===== src/rtl/jellyvl_synctimer_pkg.sv =====
// Shared types for the synctimer correction sequencer: FSM state encoding and
// default-width phase-error types.
package jellyvl_synctimer_pkg;

    localparam int STATE_WIDTH = 3;
    localparam int CALC_WIDTH_DEFAULT = 32;

    typedef enum logic [STATE_WIDTH-1:0] {
        SYNC_IDLE     = 3'd0,
        SYNC_ACQUIRE  = 3'd1,
        SYNC_LOCKED   = 3'd2,
        SYNC_HOLDOVER = 3'd3
    } t_sync_state;

    typedef logic signed [CALC_WIDTH_DEFAULT-1:0] t_calc_err;
    typedef logic        [CALC_WIDTH_DEFAULT-1:0] t_calc_mag;

endpackage


===== src/rtl/jellyvl_synctimer_correct_ctl_if.sv =====
// Sample-in / correction-out stream bundle of the synctimer correction sequencer.
interface jellyvl_synctimer_correct_ctl_if #(
    parameter int TIMER_WIDTH = 64
);
    // No ready on either side: s_valid is a one-cycle strobe (at most one sample
    // per cycle) and m_correct_valid is a one-cycle pulse that qualifies
    // m_correct_time and m_correct_override; consumers must accept every pulse.
    logic [TIMER_WIDTH-1:0] s_time;
    logic                   s_valid;
    logic                   m_correct_override;
    logic [TIMER_WIDTH-1:0] m_correct_time;
    logic                   m_correct_valid;

    modport master (
        output s_time, s_valid,
        input  m_correct_override, m_correct_time, m_correct_valid
    );

    modport slave (
        input  s_time, s_valid,
        output m_correct_override, m_correct_time, m_correct_valid
    );
endinterface


===== src/rtl/jellyvl_synctimer_watchdog.sv =====
// Sample-loss watchdog: counts cycles since the last clear and raises a
// combinational expire flag once the count reaches param_timeout (0 disables).
module jellyvl_synctimer_watchdog #(
    parameter int TIMEOUT_WIDTH = 32
) (
    input  logic                     reset,
    input  logic                     clk,
    input  logic                     clear,
    input  logic                     run,
    input  logic [TIMEOUT_WIDTH-1:0] param_timeout,
    output logic                     expire
);
    logic [TIMEOUT_WIDTH-1:0] cnt;
    logic [TIMEOUT_WIDTH-1:0] cnt_inc;
    logic                     disabled;

    assign disabled = (param_timeout == '0);
    assign cnt_inc  = (&cnt) ? cnt : cnt + 1'b1;
    assign expire   = run && !clear && !disabled && (cnt_inc >= param_timeout);

    always_ff @(posedge clk) begin
        if (reset || clear || disabled) begin
            cnt <= '0;
        end else begin
            cnt <= cnt_inc;
        end
    end
endmodule


===== src/rtl/jellyvl_synctimer_correct_ctl.sv =====
// Synctimer correction sequencer: per-sample override/track decision, lock FSM,
// sample-loss watchdog. Optional statistics ports: JELLYVL_SYNCTIMER_CORRECT_CTL_STATS_EN.
module jellyvl_synctimer_correct_ctl
    import jellyvl_synctimer_pkg::*;
#(
    parameter int TIMER_WIDTH   = 64,
    parameter int CALC_WIDTH    = 32,
    parameter int COUNT_WIDTH   = 16,
    parameter int TIMEOUT_WIDTH = 32,
    parameter int LATENCY       = 2
) (
    input  logic                     reset,
    input  logic                     clk,
    input  logic                     enable,
    input  logic [CALC_WIDTH-1:0]    param_threshold,
    input  logic [COUNT_WIDTH-1:0]   param_lock_count,
    input  logic [COUNT_WIDTH-1:0]   param_unlock_count,
    input  logic [TIMEOUT_WIDTH-1:0] param_timeout,
    input  logic [TIMER_WIDTH-1:0]   local_time,
    jellyvl_synctimer_correct_ctl_if.slave bus,
    output logic [STATE_WIDTH-1:0]   status_state,
    output logic                     status_locked,
    output logic                     status_timeout
`ifdef JELLYVL_SYNCTIMER_CORRECT_CTL_STATS_EN
    ,
    output logic [31:0]              stat_override_count,
    output logic [31:0]              stat_timeout_count,
    output logic [CALC_WIDTH-1:0]    stat_max_error
`endif
);
    t_sync_state            state, state_next;
    logic [COUNT_WIDTH-1:0] acq_cnt, acq_next, acq_inc;
    logic [COUNT_WIDTH-1:0] bad_cnt, bad_next, bad_inc;
    logic                   p0_valid;
    logic [CALC_WIDTH-1:0]  p0_mag;
    logic [TIMER_WIDTH-1:0] p0_time;
    logic [CALC_WIDTH-1:0]  diff, mag;
    logic                   good, dec_override, timeout_next;
    logic                   wd_run, wd_clear, wd_expire;
    logic                   unused_local_hi;

    assign unused_local_hi = ^local_time[TIMER_WIDTH-1:CALC_WIDTH];

    // Wrapped phase error; the most-negative value has no positive twin, so saturate.
    always_comb begin
        diff = bus.s_time[CALC_WIDTH-1:0] - local_time[CALC_WIDTH-1:0];
        if (diff == {1'b1, {(CALC_WIDTH-1){1'b0}}}) begin
            mag = {1'b0, {(CALC_WIDTH-1){1'b1}}};
        end else if (diff[CALC_WIDTH-1]) begin
            mag = -diff;
        end else begin
            mag = diff;
        end
    end

    assign good    = (p0_mag <= param_threshold);
    assign acq_inc = (&acq_cnt) ? acq_cnt : acq_cnt + 1'b1;
    assign bad_inc = (&bad_cnt) ? bad_cnt : bad_cnt + 1'b1;

    assign wd_run   = (state == SYNC_ACQUIRE) || (state == SYNC_LOCKED);
    assign wd_clear = bus.s_valid || !wd_run || !enable;

    jellyvl_synctimer_watchdog #(
        .TIMEOUT_WIDTH(TIMEOUT_WIDTH)
    ) u_watchdog (
        .reset        (reset),
        .clk          (clk),
        .clear        (wd_clear),
        .run          (wd_run),
        .param_timeout(param_timeout),
        .expire       (wd_expire)
    );

    // Stage-1 decision; a sample being decided pre-empts a watchdog expiry.
    always_comb begin
        state_next   = state;
        acq_next     = acq_cnt;
        bad_next     = bad_cnt;
        dec_override = 1'b0;
        timeout_next = 1'b0;
        if (p0_valid) begin
            case (state)
                SYNC_ACQUIRE: begin
                    if (good) begin
                        acq_next = acq_inc;
                        if (acq_inc >= param_lock_count) begin
                            state_next = SYNC_LOCKED;
                            bad_next   = '0;
                        end
                    end else begin
                        dec_override = 1'b1;
                        acq_next     = '0;
                    end
                end
                SYNC_LOCKED: begin
                    if (good) begin
                        bad_next = '0;
                    end else if (bad_inc >= param_unlock_count) begin
                        dec_override = 1'b1;
                        state_next   = SYNC_ACQUIRE;
                        acq_next     = '0;
                    end else begin
                        bad_next = bad_inc;
                    end
                end
                default: begin
                    dec_override = 1'b1;
                    state_next   = SYNC_ACQUIRE;
                    acq_next     = '0;
                end
            endcase
        end else if (wd_expire) begin
            state_next   = SYNC_HOLDOVER;
            timeout_next = 1'b1;
        end
    end

    // Control state: disabling behaves like a reset for the sequencer.
    always_ff @(posedge clk) begin
        if (reset || !enable) begin
            state               <= SYNC_IDLE;
            acq_cnt             <= '0;
            bad_cnt             <= '0;
            p0_valid            <= 1'b0;
            bus.m_correct_valid <= 1'b0;
            status_timeout      <= 1'b0;
        end else begin
            state               <= state_next;
            acq_cnt             <= acq_next;
            bad_cnt             <= bad_next;
            p0_valid            <= bus.s_valid;
            bus.m_correct_valid <= p0_valid;
            status_timeout      <= timeout_next;
        end
    end

    always_ff @(posedge clk) begin
        if (reset) begin
            p0_mag                 <= '0;
            p0_time                <= '0;
            bus.m_correct_override <= 1'b0;
            bus.m_correct_time     <= '0;
        end else begin
            if (bus.s_valid) begin
                p0_mag  <= mag;
                p0_time <= bus.s_time + TIMER_WIDTH'(LATENCY);
            end
            if (p0_valid) begin
                bus.m_correct_override <= dec_override;
                bus.m_correct_time     <= p0_time;
            end
        end
    end

    assign status_state  = state;
    assign status_locked = (state == SYNC_LOCKED);

`ifdef JELLYVL_SYNCTIMER_CORRECT_CTL_STATS_EN
    always_ff @(posedge clk) begin
        if (reset) begin
            stat_override_count <= '0;
            stat_timeout_count  <= '0;
            stat_max_error      <= '0;
        end else if (enable) begin
            if (p0_valid && dec_override) begin
                stat_override_count <= stat_override_count + 1'b1;
            end
            if (timeout_next) begin
                stat_timeout_count <= stat_timeout_count + 1'b1;
            end
            if (p0_valid && (state == SYNC_LOCKED) && (p0_mag > stat_max_error)) begin
                stat_max_error <= p0_mag;
            end
        end
    end
`endif
endmodule


===== src/flat_wrapper.sv =====
// flat-port wrapper written by rule: the top's interface ports become plain ports
module jellyvl_synctimer_correct_ctl_flat import jellyvl_synctimer_pkg::*;
#(
    parameter int TIMER_WIDTH   = 64,
    parameter int CALC_WIDTH    = 32,
    parameter int COUNT_WIDTH   = 16,
    parameter int TIMEOUT_WIDTH = 32,
    parameter int LATENCY       = 2
)
  (reset, clk, enable, param_threshold, param_lock_count, param_unlock_count, param_timeout, local_time, status_state, status_locked, status_timeout, bus_s_time, bus_s_valid, bus_m_correct_override, bus_m_correct_time, bus_m_correct_valid);
  jellyvl_synctimer_correct_ctl_if #(.TIMER_WIDTH(TIMER_WIDTH)) bus_i ();
  input  logic reset;
  input  logic clk;
  input  logic enable;
  input  logic [CALC_WIDTH-1:0] param_threshold;
  input  logic [COUNT_WIDTH-1:0] param_lock_count;
  input  logic [COUNT_WIDTH-1:0] param_unlock_count;
  input  logic [TIMEOUT_WIDTH-1:0] param_timeout;
  input  logic [TIMER_WIDTH-1:0] local_time;
  output logic [STATE_WIDTH-1:0] status_state;
  output logic status_locked;
  output logic status_timeout;
  input wire logic [$bits(bus_i.s_time)-1:0] bus_s_time;
  input wire logic [$bits(bus_i.s_valid)-1:0] bus_s_valid;
  output wire logic [$bits(bus_i.m_correct_override)-1:0] bus_m_correct_override;
  output wire logic [$bits(bus_i.m_correct_time)-1:0] bus_m_correct_time;
  output wire logic [$bits(bus_i.m_correct_valid)-1:0] bus_m_correct_valid;
  assign bus_i.s_time = bus_s_time;
  assign bus_i.s_valid = bus_s_valid;
  assign bus_m_correct_override = bus_i.m_correct_override;
  assign bus_m_correct_time = bus_i.m_correct_time;
  assign bus_m_correct_valid = bus_i.m_correct_valid;
  jellyvl_synctimer_correct_ctl #(.TIMER_WIDTH(TIMER_WIDTH), .CALC_WIDTH(CALC_WIDTH), .COUNT_WIDTH(COUNT_WIDTH), .TIMEOUT_WIDTH(TIMEOUT_WIDTH), .LATENCY(LATENCY)) u_core (.reset(reset), .clk(clk), .enable(enable), .param_threshold(param_threshold), .param_lock_count(param_lock_count), .param_unlock_count(param_unlock_count), .param_timeout(param_timeout), .local_time(local_time), .bus(bus_i), .status_state(status_state), .status_locked(status_locked), .status_timeout(status_timeout));
endmodule

===== config.mk =====
export PLATFORM = sky130hd
export DESIGN_NAME = jellyvl_synctimer_correct_ctl_flat
export DESIGN_NICKNAME = d
export VERILOG_FILES = /design/src/rtl/jellyvl_synctimer_pkg.sv /design/src/rtl/jellyvl_synctimer_correct_ctl_if.sv /design/src/rtl/jellyvl_synctimer_watchdog.sv /design/src/rtl/jellyvl_synctimer_correct_ctl.sv /design/src/flat_wrapper.sv
export SDC_FILE = /design/constraint.sdc
export NUM_CORES = 1
export LEC_CHECK = 0
export CAP_MARGIN = 20
export CELL_PAD_IN_SITES_DETAIL_PLACEMENT = 2
export CELL_PAD_IN_SITES_GLOBAL_PLACEMENT = 2
export CORE_MARGIN = 1
export CORE_UTILIZATION = 34
export CTS_BUF_LIST = sky130_fd_sc_hd__clkbuf_16
export CTS_CLUSTER_DIAMETER = 50
export CTS_CLUSTER_SIZE = 20
export DETAILED_ROUTE_END_ITERATION = 10
export PLACE_DENSITY_LB_ADDON = 0.1
export SYNTH_ARGS = -nofsm -noshare
export SYNTH_HDL_FRONTEND = slang
export SYNTH_SLANG_ARGS = --single-unit

===== constraint.sdc =====
create_clock -name clk -period 10.9 [get_ports clk]
set_input_delay 2.18 -clock clk [delete_from_list [all_inputs] [get_ports clk]]
set_output_delay 2.18 -clock clk [all_outputs]
set_load 0.05 [all_outputs]

* After elaboration in Yosys (flattened, before gate mapping)
Cells that the tools add are included.
** Storage, ports and cells
- Output and inout bits :: 71
- Input bits :: 228
- Bits in registers :: 231
- Word-level logic and storage cells :: 82
** Operators by class
- Reductions and logical operators :: 23
- Order comparisons :: 4
- Equal/unequal tests :: 12
- Muxes and demuxes :: 26
- Add/sub/neg operators :: 6
** Operators with widths (number)
- 2-to-1 mux 16 bit :: 9
- 2-to-1 mux 32 bit :: 3
- adder 64 x 2 -> 64 bit (second input constant) :: 1
- case mux 16 bit (2 select lines) :: 2
- adder 16 x 1 -> 16 bit (second input constant) :: 2
- adder 32 x 1 -> 32 bit (second input constant) :: 1
- equality test 32 bit (second input constant) :: 1
- greater-or-equal comparator 16 bit :: 2
- greater-or-equal comparator 32 bit :: 1
- <= comparator 32 bit :: 1
- zero test 32 bit :: 1
- negation 32 bit :: 1
- AND reduction 16 bit :: 2
- AND reduction 32 bit :: 1
- subtractor 32 bit :: 1
- 2-to-1 mux 3 bit :: 6
- inequality test 3 bit (second input constant) :: 4
- AND reduction 5 bit :: 2
- logical OR 1 bit :: 6
- case mux 3 bit (2 select lines) :: 1
- zero test 1 bit :: 4
- 2-to-1 mux 1 bit :: 4
- inequality test 2 x 1 -> 1 bit (second input constant) :: 2
- inequality test 2 bit (second input constant) :: 2
- 8 further kinds :: 11

* Logic depth before layout (Yosys ltp)
Gate-level depths: netlist of run 1.
- Word-level depth :: 11
- Gate-level depth with buffers :: 23
- Depth with buffers taken out :: 21

* Hierarchy
A second synthesis of run 1 with hierarchy kept.
** Unflattened totals
- Cell total of the unflattened synthesis :: 1976
- Area total of the unflattened synthesis :: 15869.0 um^2
** By module, submodules not included
- jellyvl_synctimer_correct_ctl :: seq. area each 3963.8 um^2, cells each 1631, times used 1, area an instance 13208.9 um^2
- jellyvl_synctimer_watchdog :: seq. area each 640.6 um^2, cells each 345, times used 1, area an instance 2660.1 um^2

* Least setup slack after synthesis of run 1
OpenSTA, ideal clock, no wires.
- Kind :: input to register
- From :: in bus_s_time[0]
- To :: reg u_core.p0_mag[29]
- Path slack :: 5.007 ns
- Buffers on the path :: 0
- Library setup time :: 0.079 ns
- Arrival time :: 5.813 ns
- Required time :: 10.821 ns
- Cell stages on the path :: 15
- Cells stage by stage :: inv_1 -> ha_1 -> inv_1 -> fa_1 -> a211oi_2 -> o21a_1 -> nor3_1 -> or4_1 -> and4_1 -> or4b_1 -> nor4b_1 -> nor3b_1 -> a21oi_1 -> xnor2_1 -> a211oi_2
** On the way
- Longest elaborated chain between the ends :: 4
- Elaborated cells between the ends (all ways) :: 5
- Those cells by class :: add/sub (2); eq/ne (1); mux (2)
** RTL lines
- start, declared :: line flat_wrapper.sv:23 : input wire logic [$bits(bus_i.s_time)-1:0] bus_s_time;
- subtractor 32 bit * :: line jellyvl_synctimer_correct_ctl.sv:46 : diff = bus.s_time[CALC_WIDTH-1:0] - local_time[CALC_WIDTH-1:0];
- negation 32 bit :: line jellyvl_synctimer_correct_ctl.sv:50 : mag = -diff;
- 2-to-1 mux 32 bit :: line jellyvl_synctimer_correct_ctl.sv:49 : end else if (diff[CALC_WIDTH-1]) begin
- 2-to-1 mux 32 bit * :: line jellyvl_synctimer_correct_ctl.sv:47 : if (diff == {1'b1, {(CALC_WIDTH-1){1'b0}}}) begin
- end signal, assigned :: line jellyvl_synctimer_correct_ctl.sv:145 : p0_mag <= mag;
- end, declared :: line jellyvl_synctimer_correct_ctl.sv:35 : logic [CALC_WIDTH-1:0] p0_mag;
Every way passes the cells marked *; elsewhere a longest branch is shown, timed or not.
A chain may end at the register's enable or synchronous reset.

* Worst setup path after layout of run 1
Ends and elaborated chain as after synthesis.

==> summary.md, run 1 <==
| Metric | Value |
|---|---|
| Initial antenna violation count | 1 |
| Ys flop type | dfxtp_1 |
| TritonCTS clock tree | built |
| Max Buffers Root-to-Sink | 3 |
| CP Class | primary input to register |
| Cell area after synthesis | 15,600 sq um |
| Crit-path cells | clkdlybuf4s50_1 > inv_1 > ha_1 > inv_1 > fa_1 > a211oi_2 > o21a_1 > nor3_1 > or4_1 > and4_1 > or4b_1 > nor4b_1 > nor3b_1 > a21oi_1 > xnor2_1 > a211oi_2 |
| F_max | around 0.15 GHz |
| Largest net degree at the start of global routing | 102 |
| Row count | between 70 and 80 |
| Syn nets | ~2,300 |
| CP Launch Type | primary input |
| Relative slew slack | 27.5% |
| Routed length per placed instance | 19.9 um |
| Final hold vios | 0 |
| Setup Skew | around 0.022 ns |
| DR iter-0 viols | 393 |
| Cell depth of the worst flop-to-flop path | 20 |
| Detail Placement HPWL | between 40,000 and 50,000 um |
| Cell area power density | between 100 and 150 nW/um^2 |
| Syn avg cell area | 8.19 sq um |
| Via count | 14,700 |
| Gp weighted congestion | 0.808 |
| # nets final | ~2,500 |
| Clk_lat worst skew | 0.56 ns |
| # clock sinks | 230 |
| Port bufs | 265 |
| Cell variety after synth | 84 |
| Die span in y | 216 um |
| Clk root buf | clkbuf_16 |
| Top-area cell type share of the netlist area | 29.4% |
| Layout cell share with drive strength beyond 1 | 5.96% |
| Worst hold path class | register to register |
| Post-route ant nets | 0 |
| Fin Setup TNS | 0 ns |
| Max cap viols | 0 |
| Fin area | 20,000 sq um |
| Fin crit share | 60.6% |
| Worst-path clk slew | roughly 0.06 ns |
| Total gr overflow | 0 |
| Post-synth EDFFs | 0 |
| Core Area | about 45,000 sq um |
| WL final | 55,000 um |
| DR vias/cell | 5.32 |
| DRC | 0 |
| Hold depth | 2 |
| CP Max Fanout | 4 |
| DRT Pass-1 Iters | 4 |
| Max Slew Vio Count | 0 |
| Area contributors post-synth | dfxtp_1 29%, ha_1 11%, nor2_1 5.9%, xor2_1 4.7%, mux2i_1 4.4% |
| Post-CTS Setup Bufs | 0 |
| Slowest CP cell | nor4b_1 |
| Vias in the first global route | 16,300 |
| Die area | 46,800 sq um |
| Peak supply drop | 0.130 mV |
| Synth Instances | ~1,900 |
| Leak | 8.53 nW |
| Post-cts gate resize count | 0 |
| Worst slew pin tran | 1.09 ns |
| Synth Register Bits | 230 |
| Setup violators final | 0 |
| RSZ-0062 raised after global routing | false |
| Worst Setup End Kind | register |
| Area leader, netlist | dfxtp_1 |
| Initial core utilization | between 30% and 40% |
| Register area share after synthesis | slightly below 30% |
| Crit path arrival time | 7.07 ns |
| First-pass GRT wire length | 88,000 um |
| H-tree depth | 2 |
| Top Ports | 299 |
| Critical path required time | 11.37 ns |
| Total track usage | a little under a quarter |
| Period minus WS final | 6.61 ns |
| CTS Buf Count | 40 |
| Layout area overhead | 27.9% |
| Status | finished, final reports clean |
| DP Area | 18,700 sq um |
| Hold buffers post-CTS | 0 |
| Die width | 216 um |
| Syn. warnings | 0 |
| FFs w/ async S/R, synth | 0% |
| Max stage delay on crit path | 0.65 ns |
==> area by class of cell <==
type	count	area, sq um
diodes	1	2.50
clock buffers	43	1080
clock inverters	28	260
fillers	5105	25400
inverters	148	556
multi-input cells	1441	10000
flip-flops and latches	230	4610
well taps	600	751
repair buffers	276	2730
==> metal layers <==
metal / global-route usage (%) / vias to the layer above / wire (um)
met5: 0 / - / 11
met3: 3.71 / 84 / 1900
met1: 28.2 / 7200 / 24300
met2: 42.1 / 224 / 27500
li1: - / 7201 / -
met4: 7.11 / 2 / 1330
==> registers in the layout, summed over array words and instances, names as in the netlist, 2 cells and up <==
name                       flops
u_core.bus.m_correct_time     64
u_core.p0_time                64
u_core.p0_mag                 32
u_core.u_watchdog.cnt         32
u_core.acq_cnt                16
u_core.bad_cnt                16
u_core.status_state            2
==> kinds of logic after synthesis <==
group / after synthesis / share of synthesized area [%]
simple gates: 700 / 22.2
compound gates: 381 / 17.7
buf+inv: 238 / 6.55
flops: 230 / 29.4
xor+xnor: 152 / 8.51
fa+ha+maj: 135 / 10.9
mux: 72 / 4.64
other cells: 1 / 0.0240
==> synthesized netlist by cell type, drive strengths merged, types with 41 or more instances <==
library cell and instances:
clkbuf 71, a21oi 64, a21o 61, dfxtp 230, xor2 84, mux2i 68, o21ai 61, nand4 47
nor2 247, nand3 57, a211oi 80, nand2 118, and3 41, inv 148, ha 134, xnor2 68
==> metrics by stage <==
step | setup WS, ns | hold WS (ns) | cells | power [W] | utilization (%)
floorplan | 5.01 | 0.450 | 1909 | 0.00127 | -
global placement | 3.90 | 0.465 | 2694 | 0.00145 | 41.1
detailed placement | 3.80 | 0.483 | 2695 | 0.00147 | 41.1
CTS | 4.35 | 0.491 | 2766 | 0.00276 | 44.1
global route | 3.91 | 0.510 | 2766 | 0.00285 | 44.1
finish | 4.29 | 0.489 | 2767 | 0.00272 | 44.1
==> final timing paths <==
| kind | start | endpoint | slack (ns) |
|---|---|---|---|
| max | bus_s_time[0] | u_core.p0_mag[29] | 4.29 |
| min | u_core.p0_time[59] | u_core.p0_time[59] | 0.49 |
| max reg2reg | u_core.bad_cnt[4] | u_core.bad_cnt[3] | 5.48 |
| min reg2reg | u_core.p0_time[59] | u_core.p0_time[59] | 0.49 |
==> cell usage in the layout, fill, tap and decap left out, types with 11 or more instances in the layout <==
master and n:
nand2_1 118, and3_1 41, mux2i_1 68, nor4_1 17, nand2b_1 12, o21a_1 11
or3_1 22, nor3_1 28, o21ai_0 60, ha_1 134, clkbuf_16 43, nor2b_1 40
clkdlybuf4s50_1 263, nand4_1 47, inv_1 150, nand3_1 57, and2_1 19, a21oi_1 63
dfxtp_1 229, xnor2_1 68, a22o_1 12, xor2_1 84, nor2_1 247, buf_4 12
a21o_1 60, a311oi_1 17, a211oi_2 21, a211oi_1 59, and4_1 20
==> where the power goes <==
part | switching, W | internal [W] | leakage, nW
sequential | 0.0000265 | 0.000881 | 1.88
combinational | 0.000310 | 0.000236 | 5.99
clock | 0.000473 | 0.000790 | 0.664
total | 0.000810 | 0.00191 | 8.53
==> critical path, delay by kind of cell <==
family / cells / cell delay [ns]
AOI/OAI and AO/OA: 4 / 1.05
xor gates and xnor gates: 1 / 0.19
adders and majority gates: 2 / 0.62
buffers and inverters: 3 / 0.58
and+or+nand+nor: 6 / 2.47
Note: power is estimated with default switching activity, not from simulation.
==> run 2, diff against run 1 <==
--- a/config.mk
+++ b/config.mk
@@ -9,7 +9,7 @@
 export CELL_PAD_IN_SITES_DETAIL_PLACEMENT = 2
 export CELL_PAD_IN_SITES_GLOBAL_PLACEMENT = 2
 export CORE_MARGIN = 1
-export CORE_UTILIZATION = 34
+export CORE_UTILIZATION = 28
 export CTS_BUF_LIST = sky130_fd_sc_hd__clkbuf_16
 export CTS_CLUSTER_DIAMETER = 50
 export CTS_CLUSTER_SIZE = 20
==> constraint.sdc (replaced) <==
create_clock -name clk -period 5.9 [get_ports clk]
set_input_delay 1.18 -clock clk [delete_from_list [all_inputs] [get_ports clk]]
set_output_delay 1.18 -clock clk [all_outputs]
set_load 0.05 [all_outputs]
==> run 2 against run 1 <==
Effect of this change: combinational power increased by 87%; cell area increased by 2.0%; final cell count rose by 6.2%; worst hold slack got worse by 0.0031 ns; sequential power increased by 85%; global-route usage is 3.9 points lower; via count fell by 0.29%; flip-flop and latch count is the same; largest power group unchanged; highest routed layer unchanged.
==> summary.md, run 2 (same netlist as run 1, synthesis figures left out) <==
| Metric | Value |
|---|---|
| Gp weighted congestion | 0.810 (+0.14%) |
| Clk_lat worst skew | 0.56 ns (about the same) |
| Leak | 8.66 nW (+1.4%) |
| Most common cell after layout, fill and taps aside | clkdlybuf4s50_1 |
| Critical path required time | 6.34 ns (-5.03 ns) |
| Period minus WS final | 5.33 ns |
| Row count | 86 (+10%) |
| Port bufs | 265 (unchanged) |
| DRT Pass-1 Iters | 5 (+1) |
| Hold buffers post-CTS | 0 (unchanged) |
| ANT cells | 0 (-1) |
| H-tree depth | 2 (unchanged) |
| Final hold vios | 0 (unchanged) |
| CP Launch Type | register |
| Fin crit share | 90.4% |
| Relative slew slack | 34.9% (+7.4 points) |
| Most frequent cells in the layout | 263 x clkdlybuf4s50_1, 247 x nor2_1, 229 x dfxtp_1, 152 x inv_1, 134 x ha_1 |
| Vias in the first global route | 16,000 (-2.1%) |
| Post-route ant nets | 0 (unchanged) |
| Worst hold path class | register to register |
| Max Buffers Root-to-Sink | 3 (unchanged) |
| Slowest CP cell | a2111oi_0 |
| WL final | 55,500 um (+0.77%) |
| CP Class | register to register |
| DR vias/cell | 4.99 (-6.1%) |
| Layout cell share with drive strength beyond 1 | 6.80% (+0.85 points) |
| Max stage delay on crit path | 0.67 ns (+0.02 ns) |
| Critical Path Most Common Cell | a21o_1 |
| Initial antenna violation count | 3 (+2) |
| Multi-input gate area | 10,000 sq um (unchanged) |
| Routed length per placed instance | 18.9 um (-5.1%) |
| Worst slew pin tran | 0.977 ns (-0.111 ns) |
| F_max | 0.187 GHz |
| TritonCTS clock tree | built |
| Core Area | 55,100 sq um (+21%) |
| Setup Skew | 0.0122 ns (-0.0102 ns) |
| Via count | 14,700 (-0.29%) |
| Peak supply drop | 0.230 mV (+77%) |
| # nets final | 2,521 (+0.84%) |
| Crit-path cells | nand2_1 > nor2_1 > and3_1 > and2_1 > and3_1 > nand2b_1 > nand2_1 > nand2_1 > ha_1 > a21o_1 > a21o_1 > a21o_1 > a21o_1 > a2111oi_0 > o21ai_0 > a21oi_1 > o211ai_1 > buf_4 > and2_0 > a221o_1 |
| Non-Filler Instances | 2,938 (+6.2%) |
| Die width | 238 um (+10%) |
| Total track usage | 19.5% (-3.9 points) |
| Total gr overflow | 0 (unchanged) |
| Cell depth of the worst flop-to-flop path | 20 (unchanged) |
| Worst Setup End Kind | register |
| CP Max Fanout | 18 (+14) |
| Largest net degree at the start of global routing | 86 (-16%) |
| # clock sinks | 230 (unchanged) |
| RSZ-0062 raised after global routing | false |
| Layout area overhead | 30.4% |
| Hold depth | 2 (unchanged) |
| Max Slew Vio Count | 0 (unchanged) |
| Critical R2R Launch | u_core.bad_cnt[4] |
| Die span in y | 238 um (+10%) |
| Post-cts gate resize count | 0 (unchanged) |
| First-pass GRT wire length | 88,100 um (+0.13%) |
| # fillers | 6,234 (+22%) |
| Cells after DPL | 2,862 (+6.2%) |
| Worst-path clk slew | 0.05 ns (about the same) |
| CTS Buf Count | 42 (+5.0%) |
| Max cap viols | 0 (unchanged) |
| Cell area power density | 251 nW/um^2 (+85%) |
| Initial core utilization | 28.4% (-6.1 points) |
| Status | finished, final reports clean |
| Detail Placement HPWL | 43,200 um (+3.1%) |
| Clk root buf | clkbuf_16 |
| Regs by FF count | u_core.bus.m_correct_time: 64 flops, u_core.p0_time: 64 flops |
| Fin Setup TNS | 0 ns (unchanged) |
| HP Start | u_core.p0_time[50] |
| DRC | 0 (unchanged) |
| Setup violators final | 0 (unchanged) |
| Worst R2R Setup Slack | 0.57 ns (-4.91 ns) |
| Post-CTS Setup Bufs | 0 (unchanged) |
| Die area | 56,800 sq um (+21%) |
| Hold Path End | u_core.p0_time[50] |
| Reg-to-Reg End | u_core.bad_cnt[7] |
| Crit path arrival time | 5.77 ns (-1.30 ns) |
| Top Ports | 299 (unchanged) |
| Seq. cell area | 4610 sq um (unchanged) |
| DR iter-0 viols | 289 (-26%) |
run 2: cell count changes in the layout (fill, tap and decap cells not counted), sizes merged:
cell / delta
buf: +19
clkinvlp: +3
clkinv: -4
inv: +5
diode: -1
bufinv: +1
run 2: worst max path at each step:
stage | from | end | slack (ns) | cells after the start
floorplan | bus_s_time[0] | u_core.p0_mag[29] | 1.01 | 15
global placement | bus_s_time[0] | u_core.p0_mag[0] | 0.17 | 17
detailed placement | bus_s_time[0] | u_core.p0_mag[0] | 0.1 | 17
CTS | u_core.bad_cnt[4] | u_core.bad_cnt[8] | 0.49 | 20
global route | u_core.bad_cnt[4] | u_core.bad_cnt[7] | 0.008 | 20
finish | u_core.bad_cnt[4] | u_core.bad_cnt[7] | 0.57 | 20
run 2: through the flow:
stage	cell area [sq um]	setup WS (ns)	utilization [%]	hold slack [ns]	total power [W]
after CTS	20400	0.494	37.0	0.491	0.00522
final	20400	0.565	37.0	0.486	0.00512
after floorplan	15600	1.01	-	0.450	0.00234
after global routing	20400	0.00835	37.0	0.507	0.00538
after detailed placement	19000	0.0961	34.5	0.483	0.00273
after global placement	19000	0.170	34.5	0.464	0.00270
run 2: routing by layer:
metal  global-route usage, %  vias to the layer above  routed length [um]
met4                    5.63                        6                1290
li1                        -                     7269                   -
met3                    3.27                       72                1970
met2                    33.9                      216               26800
met1                    24.5                     7105               25400
met5                       0                        -                  37
run 2: critical path, delay by kind of cell, from the launching register on:
family / cells / cell delay, ns
buffers and inverters: 1 / 0.21
adder cells (fa/ha/maj): 1 / 0.28
AND/OR/NAND/NOR: 9 / 1.80
flip-flops: 1 / 0.42
AO/OA/AOI/OAI: 9 / 2.50
run 2: power by group:
group          switching (W)  internal (W)  leakage (nW)
Combinational       0.000572      0.000445          6.09
Clock               0.000909       0.00152         0.688
Sequential         0.0000473       0.00163          1.88
run 2: layout make-up:
type / count / area share, %
multi-input combinational: 1441 / 49.1
timing repair buffer: 295 / 14.2
clock buffer: 43 / 5.28
tap: 748 / 4.59
inverter: 148 / 2.72
clock inverter: 33 / 1.56
sequential: 230 / 22.6
==> run 3, diff against run 2 <==
--- a/config.mk
+++ b/config.mk
@@ -14,6 +14,7 @@
 export CTS_CLUSTER_DIAMETER = 50
 export CTS_CLUSTER_SIZE = 20
 export DETAILED_ROUTE_END_ITERATION = 10
+export HOLD_SLACK_MARGIN = 0.03
 export PLACE_DENSITY_LB_ADDON = 0.1
 export SYNTH_ARGS = -nofsm -noshare
 export SYNTH_HDL_FRONTEND = slang
==> results of run 3 <==
No change in the layout: final DEF, timing and power equal those of run 2.
